`config.mk`:
```
export PLATFORM = sky130hd
export DESIGN_NAME = serial_subtractor_flat
export DESIGN_NICKNAME = d
export VERILOG_FILES = /design/src/rtl/serial_subtractor_if.sv /design/src/rtl/serial_subtractor.sv /design/src/flat_wrapper.sv
export SDC_FILE = /design/constraint.sdc
export NUM_CORES = 1
export LEC_CHECK = 0
export BUFFER_PORTS_ARGS = -buffer_cell sky130_fd_sc_hd__buf_4
export CORE_AREA = 3 3 64 66
export CTS_CLUSTER_SIZE = 8
export DETAILED_ROUTE_END_ITERATION = 12
export DIE_AREA = 0 0 67 69
export GPL_TIMING_DRIVEN = 0
export HOLD_SLACK_MARGIN = 0.08
export PLACE_DENSITY_LB_ADDON = 0.05
export SETUP_SLACK_MARGIN = 0.05
export SLEW_MARGIN = 20
export SYNTH_ARGS = -nofsm -noshare
export SYNTH_HDL_FRONTEND = slang
export SYNTH_SLANG_ARGS = --single-unit
```
`constraint.sdc`:
```
create_clock -name clk -period 2.1 [get_ports clk]
set_input_delay 0.42 -clock clk [delete_from_list [all_inputs] [get_ports clk]]
set_output_delay 0.42 -clock clk [all_outputs]
set_load 0.01 [all_outputs]
```
`src/rtl/serial_subtractor_if.sv`:
```
// Start/busy/done handshake and operand/result bus for the bit-serial subtractor.
interface serial_subtractor_if #(
    parameter int WIDTH = 8
);
    logic             start;
    logic [WIDTH-1:0] a;
    logic [WIDTH-1:0] b;
    logic             busy;
    logic             done;
    logic [WIDTH-1:0] diff;
    logic             bout;

    modport master (
        output start, a, b,
        input  busy, done, diff, bout
    );

    modport slave (
        input  start, a, b,
        output busy, done, diff, bout
    );
endinterface

```
`src/rtl/serial_subtractor.sv`:
```
// Bit-serial a - b mod 2^WIDTH, LSB first, one full-subtractor cell
// and a registered borrow; result and final borrow held until next completion.
module serial_subtractor #(
    parameter int WIDTH = 8
) (
    input  logic             clk,
    input  logic             rst,
    serial_subtractor_if.slave bus
);
    localparam int CW = $clog2(WIDTH);

    localparam logic [1:0] S_IDLE = 2'd0;
    localparam logic [1:0] S_RUN  = 2'd1;
    localparam logic [1:0] S_DONE = 2'd2;

    logic [1:0]       state_q, state_d;
    logic [WIDTH-1:0] a_q, a_d;
    logic [WIDTH-1:0] b_q, b_d;
    logic [WIDTH-1:0] res_q, res_d;
    logic [WIDTH-1:0] diff_q, diff_d;
    logic             br_q, br_d;
    logic             bout_q, bout_d;
    logic [CW-1:0]    cnt_q, cnt_d;
    logic             dbit;
    logic             nbr;

    assign dbit = a_q[0] ^ b_q[0] ^ br_q;
    assign nbr  = (~a_q[0] & b_q[0]) | (~(a_q[0] ^ b_q[0]) & br_q);

    always_comb begin
        state_d = state_q;
        a_d     = a_q;
        b_d     = b_q;
        res_d   = res_q;
        diff_d  = diff_q;
        br_d    = br_q;
        bout_d  = bout_q;
        cnt_d   = cnt_q;
        case (state_q)
            S_IDLE: begin
                if (bus.start) begin
                    a_d     = bus.a;
                    b_d     = bus.b;
                    br_d    = 1'b0;
                    cnt_d   = '0;
                    state_d = S_RUN;
                end
            end
            S_RUN: begin
                a_d   = a_q >> 1;
                b_d   = b_q >> 1;
                res_d = {dbit, res_q[WIDTH-1:1]};
                br_d  = nbr;
                cnt_d = cnt_q + CW'(1);
                // Last bit: publish the result together with the entry into DONE
                if (cnt_q == CW'(WIDTH - 1)) begin
                    diff_d  = {dbit, res_q[WIDTH-1:1]};
                    bout_d  = nbr;
                    state_d = S_DONE;
                end
            end
            S_DONE: begin
                state_d = S_IDLE;
            end
            default: begin
                state_d = S_IDLE;
            end
        endcase
    end

    always_ff @(posedge clk or posedge rst) begin
        if (rst) begin
            state_q <= S_IDLE;
            a_q     <= '0;
            b_q     <= '0;
            res_q   <= '0;
            diff_q  <= '0;
            br_q    <= 1'b0;
            bout_q  <= 1'b0;
            cnt_q   <= '0;
        end else begin
            state_q <= state_d;
            a_q     <= a_d;
            b_q     <= b_d;
            res_q   <= res_d;
            diff_q  <= diff_d;
            br_q    <= br_d;
            bout_q  <= bout_d;
            cnt_q   <= cnt_d;
        end
    end

    assign bus.busy = (state_q == S_RUN);
    assign bus.done = (state_q == S_DONE);
    assign bus.diff = diff_q;
    assign bus.bout = bout_q;
endmodule

```
`src/flat_wrapper.sv`:
```
// flat-port wrapper written by rule: the top's interface ports become plain ports
module serial_subtractor_flat 
#(
    parameter int WIDTH = 8
)
  (clk, rst, bus_start, bus_a, bus_b, bus_busy, bus_done, bus_diff, bus_bout);
  serial_subtractor_if #(.WIDTH(WIDTH)) bus_i ();
  input  logic clk;
  input  logic rst;
  input wire logic [$bits(bus_i.start)-1:0] bus_start;
  input wire logic [$bits(bus_i.a)-1:0] bus_a;
  input wire logic [$bits(bus_i.b)-1:0] bus_b;
  output wire logic [$bits(bus_i.busy)-1:0] bus_busy;
  output wire logic [$bits(bus_i.done)-1:0] bus_done;
  output wire logic [$bits(bus_i.diff)-1:0] bus_diff;
  output wire logic [$bits(bus_i.bout)-1:0] bus_bout;
  assign bus_i.start = bus_start;
  assign bus_i.a = bus_a;
  assign bus_i.b = bus_b;
  assign bus_busy = bus_i.busy;
  assign bus_done = bus_i.done;
  assign bus_diff = bus_i.diff;
  assign bus_bout = bus_i.bout;
  serial_subtractor #(.WIDTH(WIDTH)) u_core (.clk(clk), .rst(rst), .bus(bus_i));
endmodule
```
### Word level (Yosys, flattened, before mapping)

Cells that the tools add are included.

| word-level totals | value |
|---|---|
| bits in registers | 39 |
| input port bits | 19 |
| output and inout bits | 11 |
| logic and storage cells | 37 |

| cells by class | value |
|---|---|
| add/subtract/negate cells | 1 |
| equality and inequality tests | 5 |
| muxes and demuxes | 11 |
| bitwise logic cells | 7 |
| reduce and logical (&&, ||, !) cells | 5 |

Operators with widths:

| operator | number |
|---|---|
| 8-bit one-hot mux with 2 select lines | 2 |
| 8-bit two-way mux | 2 |
| 3-bit one-hot mux with 2 select lines | 1 |
| 2-bit AND reduction | 3 |
| 2-bit two-way mux | 2 |
| 2-bit one-hot mux with 2 select lines | 1 |
| 3-bit by 1-bit adder with 3-bit output (second input constant) | 1 |
| 3-bit == test (second input constant) | 1 |
| 3-bit two-way mux | 1 |
| 1-bit AND | 2 |
| 2-bit by 1-bit == test with 1-bit output (second input constant) | 1 |
| 2-bit == test (second input constant) | 1 |
| 2-bit zero test | 1 |
| 2-bit by 1-bit inequality test with 1-bit output (second input constant) | 1 |
| 2-bit inequality test (second input constant) | 1 |
| 1-bit NOT | 2 |
| 1-bit one-hot mux with 2 select lines | 1 |
| 2-bit nonzero test | 1 |
| 1-bit bitwise XOR | 2 |
| 1-bit two-way mux | 1 |
| 1-bit bitwise OR | 1 |

### Logic depth before layout (Yosys ltp)

Gate-level depths: netlist of run 1.

| logic depth | value |
|---|---|
| word-level depth | 5 |
| gate-level depth with buffers | 5 |
| mapped depth without buffers | 4 |

### Worst setup path after synthesis of run 1

OpenSTA, ideal clock, no wires.

| timing path | value |
|---|---|
| kind | reg-to-reg |
| from | register u_core.cnt_q[0] |
| to | register u_core.bout_q, in the netlist u_core.bus.bout |
| setup time | 0.125 ns |
| arrival | 1.282 ns |
| required time | 1.975 ns |
| setup slack | 0.693 ns |
| cell stages (with the launch flop) | 6 |
| buffers on the path | 1 |
| clock period less this slack | 1.407 ns |
| path through | dfrtp_1 -> ha_1 -> ha_1 -> nand3b_1 -> buf_6 -> mux2_2 |

| on the way | value |
|---|---|
| word-level cells in the longest chain between the ends | 2 |

RTL lines:

| what | RTL line | source |
|---|---|---|
| from (decl) | serial_subtractor.sv:23 | `logic [CW-1:0] cnt_q, cnt_d;` |
| from (signal assigned) | serial_subtractor.sv:89 | `cnt_q <= cnt_d;` |
| 3-bit == test | serial_subtractor.sv:56 | `if (cnt_q == CW'(WIDTH - 1)) begin` |
| 2-bit AND reduction (no line) | - |  |
| to (signal assigned) | serial_subtractor.sv:88 | `bout_q <= bout_d;` |
| to (decl) | serial_subtractor.sv:22 | `logic bout_q, bout_d;` |

No other way between the ends.
A chain may end at the register's enable or synchronous reset.

### Worst setup path in the final report of run 1

| timing path | value |
|---|---|
| from | register u_core.state_q[1] |
| to | output bus_done |

| on the way | value |
|---|---|
| word-level cells in the longest chain between the ends | 1 |

RTL lines:

| what | RTL line | source |
|---|---|---|
| from (decl) | serial_subtractor.sv:16 | `logic [1:0] state_q, state_d;` |
| from (signal assigned) | serial_subtractor.sv:82 | `state_q <= state_d;` |
| 2-bit == test | serial_subtractor.sv:94 | `assign bus.done = (state_q == S_DONE);` |
| to (decl) | flat_wrapper.sv:14 | `output wire logic [$bits(bus_i.done)-1:0] bus_done;` |

No other way between the ends.

==> key figures, run 1 <==
Place
  – Setup WS pre-CTS: approximately 590 ps
  – RD Place Congestion: approximately 0.78
  – Detail Placement HPWL: roughly 2400 um
  – IO Port Bufs: 29
  – Cell Area, Placed: roughly 2100 sq um

Clock tree
  – H-tree depth: 2
  – Root buf cell: clkbuf_8
  – Worst skew pair latency: ~280 ps
  – Max Buffers Root-to-Sink: 2
  – CTS tree: done
  – Post_cts resized: 0
  – Inserted Clock Buffers: 5
  – Reg clk slew, reported paths: approximately 70 ps
  – # clock sinks: 38

Floorplanning
  – Row cnt: 22
  – DIE HEIGHT: between 60 and 70 um
  – Core Footprint: 3633 sq um
  – Die area: approximately 4600 sq um
  – Io pins: 30
  – Die W: between 60 and 70 um
  – Initial core utilization: 0.5021

Logic synthesis
  – Asr flop ratio synth: 1.000
  – EDFF count, synth: 0
  – Synth Register Bits: 38
  – Yosys cell types: 23
  – Main synth FF type: dfrtp_1
  – Yosys top cell area share: 0.5213
  – YS warnings: 0
  – Area contributors post-synth: dfrtp_1 52%, mux2_2 8.6%, a211oi_1 4.9%, nor3b_1 4.9%, nor4b_1 4.8%
  – Most frequent cell after synthesis: dfrtp_1
  – Cell count after synthesis: around 140
  – Top post-synthesis cells by count: 38 x dfrtp_1, 18 x inv_1, 14 x mux2_2, 12 x a211oi_1, 12 x nor3b_1
  – Syn Nets: about 160
  – Avg Inst Size Synth: roughly 13 sq um
  – Sequential fraction of the synthesis area: 0.5213
  – Cell area after synthesis: between 1500 and 2000 sq um
  – Cell taking the most area after synthesis: dfrtp_1

Hold path
  – Min-Delay Path Class: in -> reg

Timing
  – Unrepaired setup endpoints after global routing: false
  – Final setup fails: 0
  – Worst setup margin: ~330 ps
  – Final worst path period need: 1771 ps
  – Fmax: around 560 MHz
  – Total Neg Setup Slack: 0 ps
  – Worst slew margin: 0.7630
  – Slew @ Worst Pin: about 360 ps
  – Slew Viols, Final: 0
  – Fin. Hold Viols: 0
  – Final period utilization: 0.8436
  – Fin Clk Skew: between 5 and 6 ps

Worst setup path
  – Worst Path Arrival: between 1000 and 1500 ps
  – CP max stage delay: approximately 440 ps
  – Crit-path cells: buf_6 -> buf_4 -> nor2b_1 -> buf_4
  – WP buf/inv: 3
  – CP max FO: 10
  – CP max-delay cell: dfrtp_1
  – Crit. End Element: primary output
  – CP Class: reg -> out
  – Critical path's most frequent cell: buf_4
  – Worst EP required: between 1500 and 2000 ps
  – Largest delay contributor family on the critical path: buffers and inverters
  – Worst Setup Start Kind: register

Outcome
  – Status: finished, final reports clean

Routing
  – 1st-pass router iterations: 4
  – Drt drc: 0
  – Remaining antenna violation count: 0
  – Via count of the routed design: approximately 1200
  – Initial DRC count: 50
  – Via density: between 5 and 6
  – Drt wl/cell: ~15 um
  – Drt total wl: 3454 um

Pwr
  – Static Leak: around 0.0010 uW
  – Max VDD drop: approximately 0.73 mV
  – Pwr Total: approximately 3100 uW
  – Power per standard cell area: ~1400 nW/um^2

Global route
  – Initial antenna violation count: 0
  – Aggregate global routing overflow: 0
  – Pin count of the biggest net entering global routing: 35
  – Total global-route track usage: 0.1676
  – Vias in the first global route: about 1200
  – First-pass GRT wire length: 5927 um

Cells and area
  – Final instance area: around 2200 sq um
  – Fin nets: around 200
  – Area delta synth->final: 21.19%
  – Ant. Diodes: 0
  – Share of cells above drive strength 1: 0.4124

Run
  – Max-Cap Viols: 0
-- cell usage in the layout, fill, tap and decap left out --
cell,count
dfrtp_1,38
buf_4,31
inv_1,17
mux2_2,14
nor3b_1,12
a211oi_1,12
nor4b_1,10
buf_6,5
a22o_1,5
clkbuf_8,5
nor4b_2,4
mux2_4,3
buf_2,2
clkbuf_1,2
a221oi_2,2
ha_1,2
clkinv_2,2
o21bai_1,1
buf_8,1
nor2b_4,1
nand3b_1,1
nor3b_2,1
nor2b_1,1
inv_2,1
a21oi_1,1
fa_1,1
dlygate4sd3_1,1
buf_12,1
-- repair_timing --
action,4_1_cts,5_1_grt
setup endpoints to repair,0,0
hold buffers,1,0
endpoints found under the hold margin,4,0
setup buffers,0,0
-- area by class of cell --
type,count,area (sq um)
sequential,38,950.9
multi-input combinational,71,701.9
clock buffer,5,68.82
fill,320,1423
inverter,18,67.56
buffer,12,103.9
timing repair buffer,31,247.7
clock inverter,2,10.01
tap,48,60.06
-- cell families after synthesis --
family,after synthesis,share of synthesized area
compound gates,21,0.09671
fa+ha+maj,3,0.02469
buf+inv,30,0.09396
flops,38,0.5213
mux,17,0.1111
simple gates,30,0.1523
-- routing by layer --
metal  vias to the layer above  wire, um  track usage
met5                         -         0            0
met4                         0        44      0.04730
met3                         6       139      0.05537
met2                        23      1559       0.2380
met1                       581      1710       0.2431
li1                        573         -            -
-- stage by stage --
stage                 util  cells  hold slack [ps]
finish              0.6085    225            348.0
global route        0.6085    225            351.7
CTS                 0.6085    225            344.8
detailed placement  0.5840    217            317.8
global placement    0.5785    216            482.1
floorplan                -    139            465.8
-- path summary, 6_finish.rpt --
kind / from / endpoint / slack, ps / cells past startpoint
min reg2reg: u_core.bus.diff[6]$_DFFE_PP0P_ / u_core.bus.diff[6]$_DFFE_PP0P_ / 510 / 1
max in group asynchronous: rst / u_core.b_q[1]$_DFFE_PP0P_ / 1130 / 4
min in group asynchronous: rst / u_core.b_q[5]$_DFFE_PP0P_ / 580 / 3
max: u_core.state_q[1]$_DFFE_PP0P_ / bus_done / 330 / 4
max reg2reg: u_core.cnt_q[0]$_DFFE_PP0P_ / u_core.bus.bout$_DFFE_PP0P_ / 580 / 5
min: bus_b[7] / u_core.b_q[7]$_DFFE_PP0P_ / 350 / 2
-- flip-flops by register name, summed over array words and instances, names as in the netlist --
| signal | count |
|---|---|
| u_core.a_q | 8 |
| u_core.b_q | 8 |
| u_core.br_q | 1 |
| u_core.bus.bout | 1 |
| u_core.bus.diff | 8 |
| u_core.cnt_q | 3 |
| u_core.res_q | 7 |
| u_core.state_q | 2 |
-- report_power, final --
part / internal [uW] / leakage, uW / switching [uW]
logic: 755 / 0.000523 / 599
registers: 1090 / 0.000456 / 195
clock network: 223 / 0.0000438 / 242
Note: power is estimated with default switching activity, not from simulation.
==> inputs of run 2 (changes only) <==
Settings changed: CORE_AREA 3 3 64 66 to 3 3 65 67, DIE_AREA 0 0 67 69 to 0 0 68 70.
Clock period 2.1 ns to 1.6 ns, I/O delays scaled along.
==> run 2 against run 1 <==
Against the previous run: final cell count unchanged; combinational power increased by 33%; die area increased by 3.0%; critical path type is now reg -> reg; highest routed layer unchanged.
==> key figures, run 2 (same netlist as run 1, synthesis figures left out) <==
Outcome
  – Status: finished, final reports clean

Timing
  – Fin Clk Skew: 4.389 ps (-1.539 ps)
  – Total Neg Setup Slack: 0 ps (unchanged)
  – Unrepaired setup endpoints after global routing: true
  – Final setup fails: 0 (unchanged)
  – WHS: 175.3 ps (-172.7 ps)
  – Slew @ Worst Pin: 760.6 ps (+405.1 ps)
  – Worst slew margin: 0.4922 (-0.2708)
  – Final period utilization: 0.9369
  – Slew Viols, Final: 0 (unchanged)
  – Fmax: around 670 MHz
  – Final worst path period need: 1499 ps
  – Fin. Hold Viols: 0 (unchanged)

Cells and area
  – Area delta synth->final: 21.12% (about the same)
  – Final Non-Filler Cells: 225 (unchanged)
  – Filler Cells Inserted: 338 (+5.6%)
  – Fin nets: 199 (unchanged)
  – Share of cells above drive strength 1: 0.4463 (+0.03390)
  – Commonest non-fill, non-tap cell in the layout: dfrtp_1
  – Area of the multi-input gates: 713.2 sq um (+1.6%)
  – Reg area: 952.2 sq um (+0.13%)
  – Ant. Diodes: 0 (unchanged)
  – Most frequent cells in the layout: 37 x dfrtp_1, 33 x buf_4, 17 x inv_1, 13 x mux2_2

Global route
  – Vias in the first global route: 1246 (+2.7%)
  – Pin count of the biggest net entering global routing: 39 (+11%)
  – Initial antenna violation count: 0 (unchanged)
  – Aggregate global routing overflow: 0 (unchanged)
  – First-pass GRT wire length: 5713 um (-3.6%)
  – Total global-route track usage: 0.1597 (-0.007819)

Worst setup path
  – RR Endpoint: u_core.bus.diff[5]$_DFFE_PP0P_
  – CP Class: reg -> reg
  – CP Capture Point: u_core.bus.diff[5]$_DFFE_PP0P_
  – Worst R2R Path Depth: 5 (unchanged)
  – Critical path's most frequent cell: ha_2
  – Critical Path Source: u_core.cnt_q[1]$_DFFE_PP0P_
  – Worst EP required: 1770 ps (+90 ps)
  – CP max stage delay: 400 ps (-40 ps)
  – Worst Path Arrival: 1670 ps (+320 ps)
  – Crit. End Element: register
  – CP max-delay cell: dfrtp_1
  – Worst Setup Start Kind: register
  – FF-to-FF setup slack: 100 ps (-480 ps)
  – RR Startpoint: u_core.cnt_q[1]$_DFFE_PP0P_
  – Crit-path cells: ha_2 -> ha_2 -> nand3b_1 -> buf_6 -> mux2_2
  – CP max FO: 5 (-5)

Floorplanning
  – Initial core utilization: 0.4946 (-0.007494)
  – DIE HEIGHT: 70 um (+1.4%)
  – Die area: 4760 sq um (+3.0%)
  – Die W: 68 um (+1.5%)
  – Row cnt: 22 (unchanged)
  – Io pins: 30 (unchanged)
  – Core Footprint: 3689 sq um (+1.5%)

Clock tree
  – Inserted Clock Buffers: 5 (unchanged)
  – H-tree depth: 2 (unchanged)
  – Root buf cell: clkbuf_8
  – Post-cts hold buffer count: 0 (-1)
  – Reg clk slew, reported paths: 70 ps (about the same)
  – CTS tree: done
  – # clock sinks: 38 (unchanged)
  – Worst skew pair latency: 280 ps (about the same)
  – Max Buffers Root-to-Sink: 2 (unchanged)

Routing
  – 1st-pass router iterations: 3 (-1)
  – Drt total wl: 3403 um (-1.5%)
  – Drt wl/cell: 15.12 um (-1.5%)
  – Drt drc: 0 (unchanged)
  – Via count of the routed design: 1195 (+1.0%)
  – Initial DRC count: 29 (-42%)
  – Via density: 5.311 (+1.0%)
  – Remaining antenna violation count: 0 (unchanged)

Place
  – # placed instances: 216 (-0.46%)
  – Detail Placement HPWL: 2363 um (-1.5%)
  – IO Port Bufs: 29 (unchanged)
  – RD Place Congestion: 0.7760 (-0.51%)

Pwr
  – Static Leak: 0.001019 uW (-0.38%)
  – Max VDD drop: 0.7636 mV (+4.1%)
  – Power per standard cell area: 1845 nW/um^2 (+31%)
  – Pwr Total: 4076 uW (+31%)

Hold path
  – Min-Delay Path Class: in -> async

Run
  – Max-Cap Viols: 0 (unchanged)
-- run 2: final cells by class --
class | count | area share
plain buffers | 10 | 0.03907
clock buffers | 5 | 0.03114
clock inverters | 2 | 0.004530
inverters | 18 | 0.03058
multi-input cells | 71 | 0.3228
flip-flops and latches | 38 | 0.4309
well taps | 48 | 0.02718
repair buffers | 33 | 0.1138
-- run 2: stage by stage --
step | worst slack [ps] | util | area (sq um)
floorplan | 193.3 | - | 1824
global placement | -46.83 | 0.5699 | 2102
detailed placement | 88.70 | 0.5699 | 2102
CTS | 59.41 | 0.5902 | 2177
global route | 48.50 | 0.5991 | 2210
finish | 100.9 | 0.5991 | 2210
-- run 2: worst min-delay path by stage --
stage,from,to
2_1_floorplan,bus_a[7],u_core.a_q[7]$_DFFE_PP0P_
3_3_place_gp,u_core.br_q$_DFFE_PP0P_,u_core.br_q$_DFFE_PP0P_
3_5_place_dp,u_core.cnt_q[1]$_DFFE_PP0P_,u_core.cnt_q[1]$_DFFE_PP0P_
4_1_cts,rst,u_core.bus.diff[1]$_DFFE_PP0P_
5_1_grt,bus_a[7],u_core.a_q[7]$_DFFE_PP0P_
6_report,rst,u_core.bus.diff[0]$_DFFE_PP0P_
-- run 2: where the power goes --
part / total (uW) / switching (uW) / internal [uW]
logic: 1790 / 784 / 1000
registers: 1680 / 254 / 1430
clock network: 609 / 317 / 292
total: 4080 / 1350 / 2720
-- run 2: metal layers --
metal | vias up | GRT usage | share of wire
met3 | 4 | 0.04341 | 0.042
met4 | 0 | 0.05298 | 0.012
met1 | 594 | 0.1988 | 0.44
li1 | 570 | - | -
met2 | 27 | 0.2623 | 0.51
met5 | - | 0 | 0
-- run 2: worst max-delay path, delay by kind of cell, from the launching register on --
family        cells  cell delay [ps]
buf+inv           1              150
flops             1              400
fa+ha+maj         2              360
mux               1              330
simple gates      1              150
-- run 2: repair_timing --
action | 4_1_cts | 5_1_grt
setup buffers | 2 | 1
gates resized for setup | 0 | 11
cloned | 0 | 1
setup endpoints to repair | 2 | 11
pin swaps | 0 | 2
==> inputs of run 3 (changes only) <==
Settings changed: CORE_AREA 3 3 65 67 to 3 3 64 66, DIE_AREA 0 0 68 70 to 0 0 67 69.
Clock period 1.6 ns to 1.5 ns, I/O delays scaled along.
==> run 3 against run 2 <==
Against the previous run: register-to-register slack lost 80 ps; largest cell class unchanged; worst setup slack lost 75 ps; sequential power rose by 8%; combinational power is 20% higher; count of clock-buffer cells in the layout unchanged; sequential cell count did not move; worst hold slack improved by 54 ps; largest power group unchanged.
==> key figures, run 3 (same netlist as run 1, synthesis figures left out) <==
Timing
  – Unrepaired setup endpoints after global routing: true
  – Final setup fails: 0 (unchanged)
  – Final worst path period need: 1475 ps (-24.52 ps)
  – Fin. Hold Viols: 0 (unchanged)
  – Fmax: 678.2 MHz (+1.7%)
  – Fin Clk Skew: 5.441 ps (+1.052 ps)
  – Slew @ Worst Pin: 322.0 ps (-438.6 ps)
  – Worst slew margin: 0.7823 (+0.2901)
  – Slew Viols, Final: 0 (unchanged)
  – WHS: 228.9 ps (+53.63 ps)
  – Worst setup margin: 25.44 ps (-75.48 ps)
  – Final period utilization: 0.9830 (+0.04611)
  – Total Neg Setup Slack: 0 ps (unchanged)

Place
  – Setup WS pre-CTS: -10.54 ps (-99.24 ps)
  – IO Port Bufs: 29 (unchanged)
  – RD Place Congestion: 0.7800 (+0.52%)
  – Detail Placement HPWL: 2398 um (+1.5%)
  – Cell Area, Placed: 2122 sq um (+0.95%)

Floorplanning
  – Row cnt: 22 (unchanged)
  – Die W: 67 um (-1.5%)
  – Die area: 4623 sq um (-2.9%)
  – Core Footprint: 3633 sq um (-1.5%)
  – DIE HEIGHT: 69 um (-1.4%)
  – Initial core utilization: 0.5021 (+0.007494)
  – Io pins: 30 (unchanged)

Global route
  – First-pass GRT wire length: 6320 um (+11%)
  – Initial antenna violation count: 0 (unchanged)
  – Total global-route track usage: 0.1795 (+0.01977)
  – Vias in the first global route: 1298 (+4.2%)
  – Pin count of the biggest net entering global routing: 35 (-10%)
  – Aggregate global routing overflow: 0 (unchanged)

Worst setup path
  – Worst EP required: 1670 ps (-100 ps)
  – CP max FO: 5 (unchanged)
  – CP max-delay cell: dfrtp_1
  – CP Class: reg -> reg
  – Crit. End Element: register
  – CP max stage delay: 400 ps (about the same)
  – Crit-path cells: ha_2 -> ha_4 -> nand3b_1 -> buf_6 -> mux2_4
  – Worst Path Arrival: 1650 ps (-20 ps)
  – Worst Setup Start Kind: register

Pwr
  – Pwr Total: 4611 uW (+13%)
  – Clock power share: 0.142 (-0.007)
  – Switching Fraction: 0.3355 (+0.003191)
  – Sw power: 1547 uW (+14%)
  – Sequential share of power: 0.393 (-0.020)
  – Int Pwr: 3064 uW (+13%)
  – Static Leak: 0.001102 uW (+8.2%)
  – Power per standard cell area: 1974 nW/um^2 (+7.0%)
  – Logic pwr share: 0.465 (+0.027)
  – Max VDD drop: 0.9881 mV (+29%)

Routing
  – Via density: 5.336 (+0.47%)
  – Drt drc: 0 (unchanged)
  – Drt total wl: 3827 um (+12%)
  – Remaining antenna violation count: 0 (unchanged)
  – 1st-pass router iterations: 4 (+1)
  – Drt wl/cell: 16.50 um (+9.1%)
  – Via count of the routed design: 1238 (+3.6%)
  – Initial DRC count: 57 (+97%)

Outcome
  – Status: finished, final reports clean

Clock tree
  – H-tree depth: 2 (unchanged)
  – # clock sinks: 38 (unchanged)
  – Max Buffers Root-to-Sink: 2 (unchanged)
  – CTS tree: done
  – Reg clk slew, reported paths: 70 ps (about the same)
  – Inserted Clock Buffers: 5 (unchanged)
  – Root buf cell: clkbuf_8
  – Worst skew pair latency: 290 ps (about the same)

Cells and area
  – Commonest non-fill, non-tap cell in the layout: dfrtp_1
  – Fin nets: 206 (+3.5%)
  – Filler Cells Inserted: 303 (-10%)
  – Share of cells above drive strength 1: 0.4674 (+0.02106)
  – Final instance area: 2336 sq um (+5.7%)
  – Area delta synth->final: 28.05%
  – Most frequent cells in the layout: 37 x dfrtp_1, 36 x buf_4, 17 x inv_1
  – Ant. Diodes: 0 (unchanged)

Hold path
  – Min-Delay Path Class: in -> reg

Run
  – Max-Cap Viols: 0 (unchanged)
[run 3: changes by cell type in the layout (fill, tap and decap cells not counted), moves of 2 or more]
cell and delta:
mux2_4 +8, buf_6 +2, mux2_2 -8, buf_4 +3
[run 3: path summary, 6_finish.rpt]
| path | from | slack [ps] | endpoint | cells past startpoint |
|---|---|---|---|---|
| hold reg to reg | u_core.br_q$_DFFE_PP0P_ | 510 | u_core.br_q$_DFFE_PP0P_ | 1 |
| min in group asynchronous | rst | 450 | u_core.b_q[5]$_DFFE_PP0P_ | 3 |
| setup reg to reg | u_core.cnt_q[1]$_DFFE_PP0P_ | 30 | u_core.bus.diff[7]$_DFFE_PP0P_ | 5 |
| setup / recovery | u_core.cnt_q[1]$_DFFE_PP0P_ | 30 | u_core.bus.diff[7]$_DFFE_PP0P_ | 5 |
| hold / removal | bus_b[7] | 230 | u_core.b_q[7]$_DFFE_PP0P_ | 2 |
| max in group asynchronous | rst | 640 | u_core.state_q[1]$_DFFE_PP0P_ | 4 |
[run 3: layer usage]
layer	track usage	routed length, um
met1	0.2524	1874
met2	0.2675	1771
met3	0.05537	136
met4	0.04730	44
met5	0	0
[run 3: timing repair]
action | CTS | global route
gates resized for setup | 13 | 11
hold buffers | 1 | 0
setup buffers | 6 | 2
setup endpoints to repair | 11 | 15
endpoints found under the hold margin | 4 | 0
pin swaps | 3 | 1
cloned | 1 | 0
[run 3: cell type report]
class / count / area [sq um] / share of cell area
inverters: 18 / 67.56 / 0.02892
multi-input cells: 71 / 764.5 / 0.3273
repair buffers: 40 / 326.6 / 0.1398
flip-flops and latches: 38 / 952.2 / 0.4076
clock inverters: 2 / 10.01 / 0.004285
clock buffers: 5 / 68.82 / 0.02946
well taps: 48 / 60.06 / 0.02571
plain buffers: 10 / 86.33 / 0.03696
[run 3: worst max-delay path: cells and delay by family (launching register included)]
family,cells,cell delay (ps)
buf+inv,1,160
fa+ha+maj,2,370
mux,1,300
flops,1,400
simple gates,1,120
[run 3: through the flow]
stage | instances | util
after floorplan | 139 | -
after global placement | 216 | 0.5785
after detailed placement | 217 | 0.5840
after CTS | 231 | 0.6336
after global routing | 232 | 0.6429
final | 232 | 0.6429
[run 3: power by group through the flow]
stage                     Combinational (uW)  Sequential (uW)  Clock [uW]
final                                   2140             1810         655
after global routing                    2370             1870         719
after CTS                               2110             1810         673
after detailed placement                1920             1820           0
after global placement                  1850             1790           0
after floorplan                         1340             1800           0
